### src/rtl/topk_lane_scheduler_if.sv
// Stream bundle between the parser FIFO, the lane scheduler and the top-k lanes.
// master = parser/lane side, slave = scheduler side.
interface topk_lane_scheduler_if #(
   parameter int NUM_LANES = 16,
   parameter int DATA_W    = 32
);
   logic [DATA_W:0]    s_tdata;
   logic               s_tvalid;
   logic               s_tready;
   logic [DATA_W-1:0]  m_tdata;
   logic [NUM_LANES-1:0] m_tvalid;
   logic [NUM_LANES-1:0] m_tready;

   modport master (
      output s_tdata, s_tvalid, m_tready,
      input  s_tready, m_tdata, m_tvalid
   );

   modport slave (
      input  s_tdata, s_tvalid, m_tready,
      output s_tready, m_tdata, m_tvalid
   );
endinterface

### src/rtl/topk_lane_scheduler.sv
// Round-robin word dispatcher from the parser stream to the top-k lanes.
// Optional statistics counters: define TOPK_SCHED_STATS_EN.
module topk_lane_scheduler #(
   parameter int NUM_LANES = 16,
   parameter int DATA_W    = 32
) (
   input  logic                 clk,
   input  logic                 rst,
   input  logic [NUM_LANES-1:0] enable,
   topk_lane_scheduler_if.slave bus,
   output logic [NUM_LANES-1:0] eos,
   output logic                 busy,
   output logic                 err_nolane,
   output logic [31:0]          word_cnt,
   output logic [15:0]          stream_cnt
);
   localparam int SW = (NUM_LANES > 1) ? $clog2(NUM_LANES) : 1;

   typedef enum logic [1:0] {LOAD, SEND, EOS} state_t;

   state_t               state_q, state_d;
   logic [NUM_LANES-1:0] mask_q, mask_d;
   logic                 open_q, open_d;
   logic [SW-1:0]        sel_q, sel_d;
   logic [NUM_LANES-1:0] mv_q, mv_d;
   logic [DATA_W-1:0]    data_q, data_d;
   logic                 last_q, last_d;
   logic                 err_q, err_d;
   logic [NUM_LANES-1:0] eos_q, eos_d;
   logic                 busy_q, busy_d;

   logic                 srdy, acc, hs, start;
   logic [NUM_LANES-1:0] use_mask;
   logic [SW-1:0]        prev, nxt;

   // next set bit of m strictly above p, wrapping; p = N-1 yields lowest bit
   function automatic logic [SW-1:0] next_lane(
      input logic [NUM_LANES-1:0] m,
      input logic [SW-1:0]        p
   );
      logic [SW-1:0] r;
      logic          f;
      int            idx;
      r = p;
      f = 1'b0;
      for (int i = 1; i <= NUM_LANES; i++) begin
         idx = int'(p) + i;
         if (idx >= NUM_LANES) idx = idx - NUM_LANES;
         if (!f && m[SW'(idx)]) begin
            r = SW'(idx);
            f = 1'b1;
         end
      end
      return r;
   endfunction

   // next-state, handshake and lane selection
   always_comb begin
      state_d  = state_q;
      mask_d   = mask_q;
      open_d   = open_q;
      sel_d    = sel_q;
      mv_d     = mv_q;
      data_d   = data_q;
      last_d   = last_q;
      err_d    = err_q;
      eos_d    = '0;
      srdy     = 1'b0;
      hs       = (state_q == SEND) & bus.m_tready[sel_q];
      unique case (state_q)
         LOAD:    srdy = 1'b1;
         SEND:    srdy = bus.m_tready[sel_q] & ~last_q;
         EOS:     srdy = 1'b0;
         default: srdy = 1'b0;
      endcase
      srdy     = srdy & rst;
      acc      = bus.s_tvalid & srdy;
      start    = acc & ~open_q;
      use_mask = open_q ? mask_q : enable;
      prev     = open_q ? sel_q : SW'(NUM_LANES - 1);
      nxt      = next_lane(use_mask, prev);
      if (hs) begin
         mv_d    = '0;
         state_d = last_q ? EOS : LOAD;
      end
      if (state_q == EOS) begin
         open_d  = 1'b0;
         state_d = LOAD;
      end
      if (acc) begin
         if (start) begin
            mask_d = enable;
            open_d = 1'b1;
         end
         if (use_mask != '0) begin
            data_d  = bus.s_tdata[DATA_W-1:0];
            mv_d    = NUM_LANES'(1) << nxt;
            sel_d   = nxt;
            last_d  = bus.s_tdata[DATA_W];
            state_d = SEND;
         end else begin
            err_d = 1'b1;
            if (bus.s_tdata[DATA_W]) open_d = 1'b0;
         end
      end
      if (state_d == EOS) eos_d = mask_q;
      busy_d = open_d | (state_d != LOAD);
   end

   // state and output registers
   always_ff @(posedge clk or negedge rst) begin
      if (!rst) begin
         state_q <= LOAD;
         mask_q  <= '0;
         open_q  <= 1'b0;
         sel_q   <= '0;
         mv_q    <= '0;
         data_q  <= '0;
         last_q  <= 1'b0;
         err_q   <= 1'b0;
         eos_q   <= '0;
         busy_q  <= 1'b0;
      end else begin
         state_q <= state_d;
         mask_q  <= mask_d;
         open_q  <= open_d;
         sel_q   <= sel_d;
         mv_q    <= mv_d;
         data_q  <= data_d;
         last_q  <= last_d;
         err_q   <= err_d;
         eos_q   <= eos_d;
         busy_q  <= busy_d;
      end
   end

   assign bus.s_tready = srdy;
   assign bus.m_tdata  = data_q;
   assign bus.m_tvalid = mv_q;
   assign eos          = eos_q;
   assign busy         = busy_q;
   assign err_nolane   = err_q;

`ifdef TOPK_SCHED_STATS_EN
   logic [31:0] wc_q;
   logic [15:0] sc_q;

   // per-stream word count and completed-stream count, both wrapping
   always_ff @(posedge clk or negedge rst) begin
      if (!rst) begin
         wc_q <= '0;
         sc_q <= '0;
      end else begin
         if (start)   wc_q <= '0;
         else if (hs) wc_q <= wc_q + 32'd1;
         if (state_q == EOS) sc_q <= sc_q + 16'd1;
      end
   end

   assign word_cnt   = wc_q;
   assign stream_cnt = sc_q;
`else
   assign word_cnt   = '0;
   assign stream_cnt = '0;
`endif
endmodule
### src/flat_wrapper.sv
// flat-port wrapper written by rule: the top's interface ports become plain ports
module topk_lane_scheduler_flat 
#(
   parameter int NUM_LANES = 16,
   parameter int DATA_W    = 32
)
  (clk, rst, enable, eos, busy, err_nolane, word_cnt, stream_cnt, bus_s_tdata, bus_s_tvalid, bus_m_tready, bus_s_tready, bus_m_tdata, bus_m_tvalid);
  topk_lane_scheduler_if #(.NUM_LANES(NUM_LANES), .DATA_W(DATA_W)) bus_i ();
  input  logic clk;
  input  logic rst;
  input  logic [NUM_LANES-1:0] enable;
  output logic [NUM_LANES-1:0] eos;
  output logic busy;
  output logic err_nolane;
  output logic [31:0] word_cnt;
  output logic [15:0] stream_cnt;
  input wire logic [$bits(bus_i.s_tdata)-1:0] bus_s_tdata;
  input wire logic [$bits(bus_i.s_tvalid)-1:0] bus_s_tvalid;
  input wire logic [$bits(bus_i.m_tready)-1:0] bus_m_tready;
  output wire logic [$bits(bus_i.s_tready)-1:0] bus_s_tready;
  output wire logic [$bits(bus_i.m_tdata)-1:0] bus_m_tdata;
  output wire logic [$bits(bus_i.m_tvalid)-1:0] bus_m_tvalid;
  assign bus_i.s_tdata = bus_s_tdata;
  assign bus_i.s_tvalid = bus_s_tvalid;
  assign bus_i.m_tready = bus_m_tready;
  assign bus_s_tready = bus_i.s_tready;
  assign bus_m_tdata = bus_i.m_tdata;
  assign bus_m_tvalid = bus_i.m_tvalid;
  topk_lane_scheduler #(.NUM_LANES(NUM_LANES), .DATA_W(DATA_W)) u_core (.clk(clk), .rst(rst), .enable(enable), .bus(bus_i), .eos(eos), .busy(busy), .err_nolane(err_nolane), .word_cnt(word_cnt), .stream_cnt(stream_cnt));
endmodule
### config.mk
export PLATFORM = sky130hd
export DESIGN_NAME = topk_lane_scheduler_flat
export DESIGN_NICKNAME = d
export VERILOG_FILES = /design/src/rtl/topk_lane_scheduler_if.sv /design/src/rtl/topk_lane_scheduler.sv /design/src/flat_wrapper.sv
export SDC_FILE = /design/constraint.sdc
export NUM_CORES = 1
export LEC_CHECK = 0
export BUFFER_PORTS_ARGS = -buffer_cell sky130_fd_sc_hd__buf_2
export CAP_MARGIN = 20
export CORE_ASPECT_RATIO = 1.75
export CORE_MARGIN = 2
export CORE_UTILIZATION = 49
export DETAILED_ROUTE_END_ITERATION = 6
export GPL_ROUTABILITY_DRIVEN = 0
export PLACE_DENSITY_LB_ADDON = 0.3
export SYNTH_ARGS = -nofsm -noshare
export SYNTH_HDL_FRONTEND = slang
export SYNTH_SLANG_ARGS = --single-unit
### constraint.sdc
create_clock -name clk -period 5.2 [get_ports clk]
set_input_delay 0.52 -clock clk [delete_from_list [all_inputs] [get_ports clk]]
set_output_delay 0.52 -clock clk [all_outputs]
set_load 0.01 [all_outputs]
==> impl_metrics.yaml <==
final_layout:
  post-route-util: 0.570
  antenna_cells: 0
  synthToLayoutAreaGrowth_pct: 14.4
  multiInputGateArea_um2: 4000
  seq_area_um2: 2250
  drive_above_1_share: 0.323
  nNetsFinal: 887
  n_fill_cell: 1208
sta:
  finalHoldViolations: 0
  min_period_ns: 4.77
  final_max_slew_viol_count: 0
  rsz0062_at_grt: "no"
  worst_pin_slew_ns: 1.04
  slew_headroom: 0.307
  skew_ns: 0.00690
  postLayoutSetupSlackWorst_ns: 0.431
  fin_tns_setup_ns: 0
  period_share: 0.917
  fmax_mhz: 210
  setup-violations-final: 0
yosys:
  yosysMostFrequentCell: "dfrtp_1"
  syn-instance-count: 694
  yosysUniqueCellTypes: 74
  async_flop_share: 1.00
  synth.avg_cell_area_um2: 9.61
  synth_area_leaders: "dfrtp_1 (34%), mux2_2 (9.5%), mux4_2 (6.1%)"
  ys_seq_area_frac: 0.338
  ys_seq_elements: 90
  ys.warnings.count: 0
  yosys.area.top_type_share: 0.338
  synth_area_um2: 6670
  synth_common_cells: "dfrtp_1 (90), mux2_2 (56), buf_4 (53)"
  synth_ff_type: "dfrtp_1"
  synth.largest_area_cell: "dfrtp_1"
  synth_edf_count: 0
clock_network:
  clockBufferDepth: 2
  cts.sinks: 90
  cts_resized: 0
  post-cts-setup-buffers: 0
  cts_tree: "done"
  cts-htree-levels: 3
  cts_made_buffers: 9
  root_buffer: "clkbuf_16"
  clock_latency_ns: 0.34
  cts_hold_buf: 0
  clk_pin_slew_ns: 0.06
run_status:
  status: "finished, final reports clean"
die:
  rows: 56
  ios: 183
  die_w_um: 92.2
  coreArea_um2: 13400
  chipHeight_um: 158
  start_util: 0.498
  dieArea_um2: 14600
drt:
  drtPass1Iterations: 6
  vias_per_cell: 6.32
  post_drt_wl_per_cell_um: 21.0
  drtIter0Drc: 591
  ant_nets: 0
  drcViolationCount: 0
  routed_wl_um: 21000
  vias: 6301
global_route:
  antenna_found_initial: 0
  grt_pass1_vias: 6337
  grt.overflow.total: 0
  grt_first_pass_wirelength_um: 32600
  grt_max_degree: 57
  grt_usage: 0.285
placement:
  pre_cts_ws_ns: 0.574
  hpwl_um: 16100
  io_buffers: 134
setup_path:
  cp.required_ns: 5.46
  startpoint: "u_core.open_q$_DFF_PN0_"
  r2r-end: "u_core.bus.m_tvalid[11]$_DFF_PN0_"
  worstPathArrival_ns: 5.03
  reg2reg_slack_ns: 0.43
  cp_max_fo: 14
  crit_type: "register to register"
  cp-end-kind: "register"
  reg2regPathDepth: 14
  start_kind: "register"
  reg2reg_from: "u_core.open_q$_DFF_PN0_"
job:
  drv_cap: 0
hold_path:
  hold_class: "primary input to asynchronous set/reset pin"
==> cell usage in the layout (no fill, tap or decap), types with 5 or more instances in the layout <==
master       n
o21ai_0     29
mux2i_1     36
mux4_2      18
or3_1        9
clkbuf_16    9
inv_1       13
nor2b_1      6
o211ai_1     7
a32o_1       8
a21oi_1     42
nand2b_1    10
buf_4       20
or2_2        7
dfrtp_1     89
o22ai_1      5
o21a_1       6
nand3_1     22
a31oi_1      5
nand2_1     45
mux2_2      56
a211oi_1     5
buf_2      133
and3_1      21
nor2_1      47
nor3_1      15
o31ai_1      7
a21o_1       5
conb_1      48
and2_1       5
nor4_1       6
==> worst max-delay path, cell delays in order (launching register included) <==
cell       delay [ns]
dfrtp_2          0.48
nor2b_1          0.16
buf_4            0.17
inv_1            0.07
ha_1             0.34
xnor2_4          0.44
mux2_2           0.42
mux4_2           0.52
or3_1            0.59
nor4_1           0.39
a2111oi_1        0.13
xnor2_1          0.35
and2_1           0.24
nor2b_4          0.20
a32o_1           0.21
==> flip-flops by register name, indices dropped and copies added (netlist names) <==
name and flops:
u_core.bus.m_tvalid 16, u_core.err_nolane 1, u_core.busy 1, u_core.eos 16
u_core.sel_q 4, u_core.last_q 1, u_core.state_q 2, u_core.mask_q 16
u_core.bus.m_tdata 32, u_core.open_q 1
==> through the flow <==
stage / hold slack, ns / instances / cell area [µm²]
2_1_floorplan: 0.224 / 741 / 6840
4_1_cts: 0.183 / 997 / 7620
5_1_grt: 0.204 / 997 / 7620
6_report: 0.162 / 997 / 7620
3_5_place_dp: 0.449 / 981 / 7340
3_3_place_gp: 0.450 / 981 / 7340
==> final cells by class <==
type	instances	share of cell area
Multi-Input combinational cell	550	0.525
Sequential cell	90	0.296
Timing Repair Buffer	153	0.107
Clock buffer	11	0.0318
Tap cell	174	0.0286
Inverter	14	0.00689
Clock inverter	5	0.00525
==> logic make-up after synthesis <==
family / Yosys count / synth area share
xor+xnor: 8 / 0.0145
other cells: 1 / 0.000563
flops: 90 / 0.338
fa+ha+maj: 1 / 0.00188
buf+inv: 101 / 0.0895
simple gates: 219 / 0.174
mux: 110 / 0.209
compound gates: 164 / 0.172
==> layer usage <==
layer,share of wire,track usage
met4,0.074,0.211
met1,0.34,0.315
met5,0,0
met3,0.069,0.0360
met2,0.52,0.501
==> worst max-delay path by stage <==
stage          cells past startpoint                           endpoint
2_1_floorplan                     18   u_core.bus.m_tvalid[0]$_DFF_PN0_
3_3_place_gp                      13  u_core.bus.m_tvalid[12]$_DFF_PN0_
3_5_place_dp                      14   u_core.bus.m_tvalid[0]$_DFF_PN0_
4_1_cts                           14  u_core.bus.m_tvalid[11]$_DFF_PN0_
5_1_grt                           14  u_core.bus.m_tvalid[11]$_DFF_PN0_
6_report                          14  u_core.bus.m_tvalid[11]$_DFF_PN0_
Power is not shown: default switching activity piles up to over one toggle a cycle in this logic, so the estimate is an artifact.
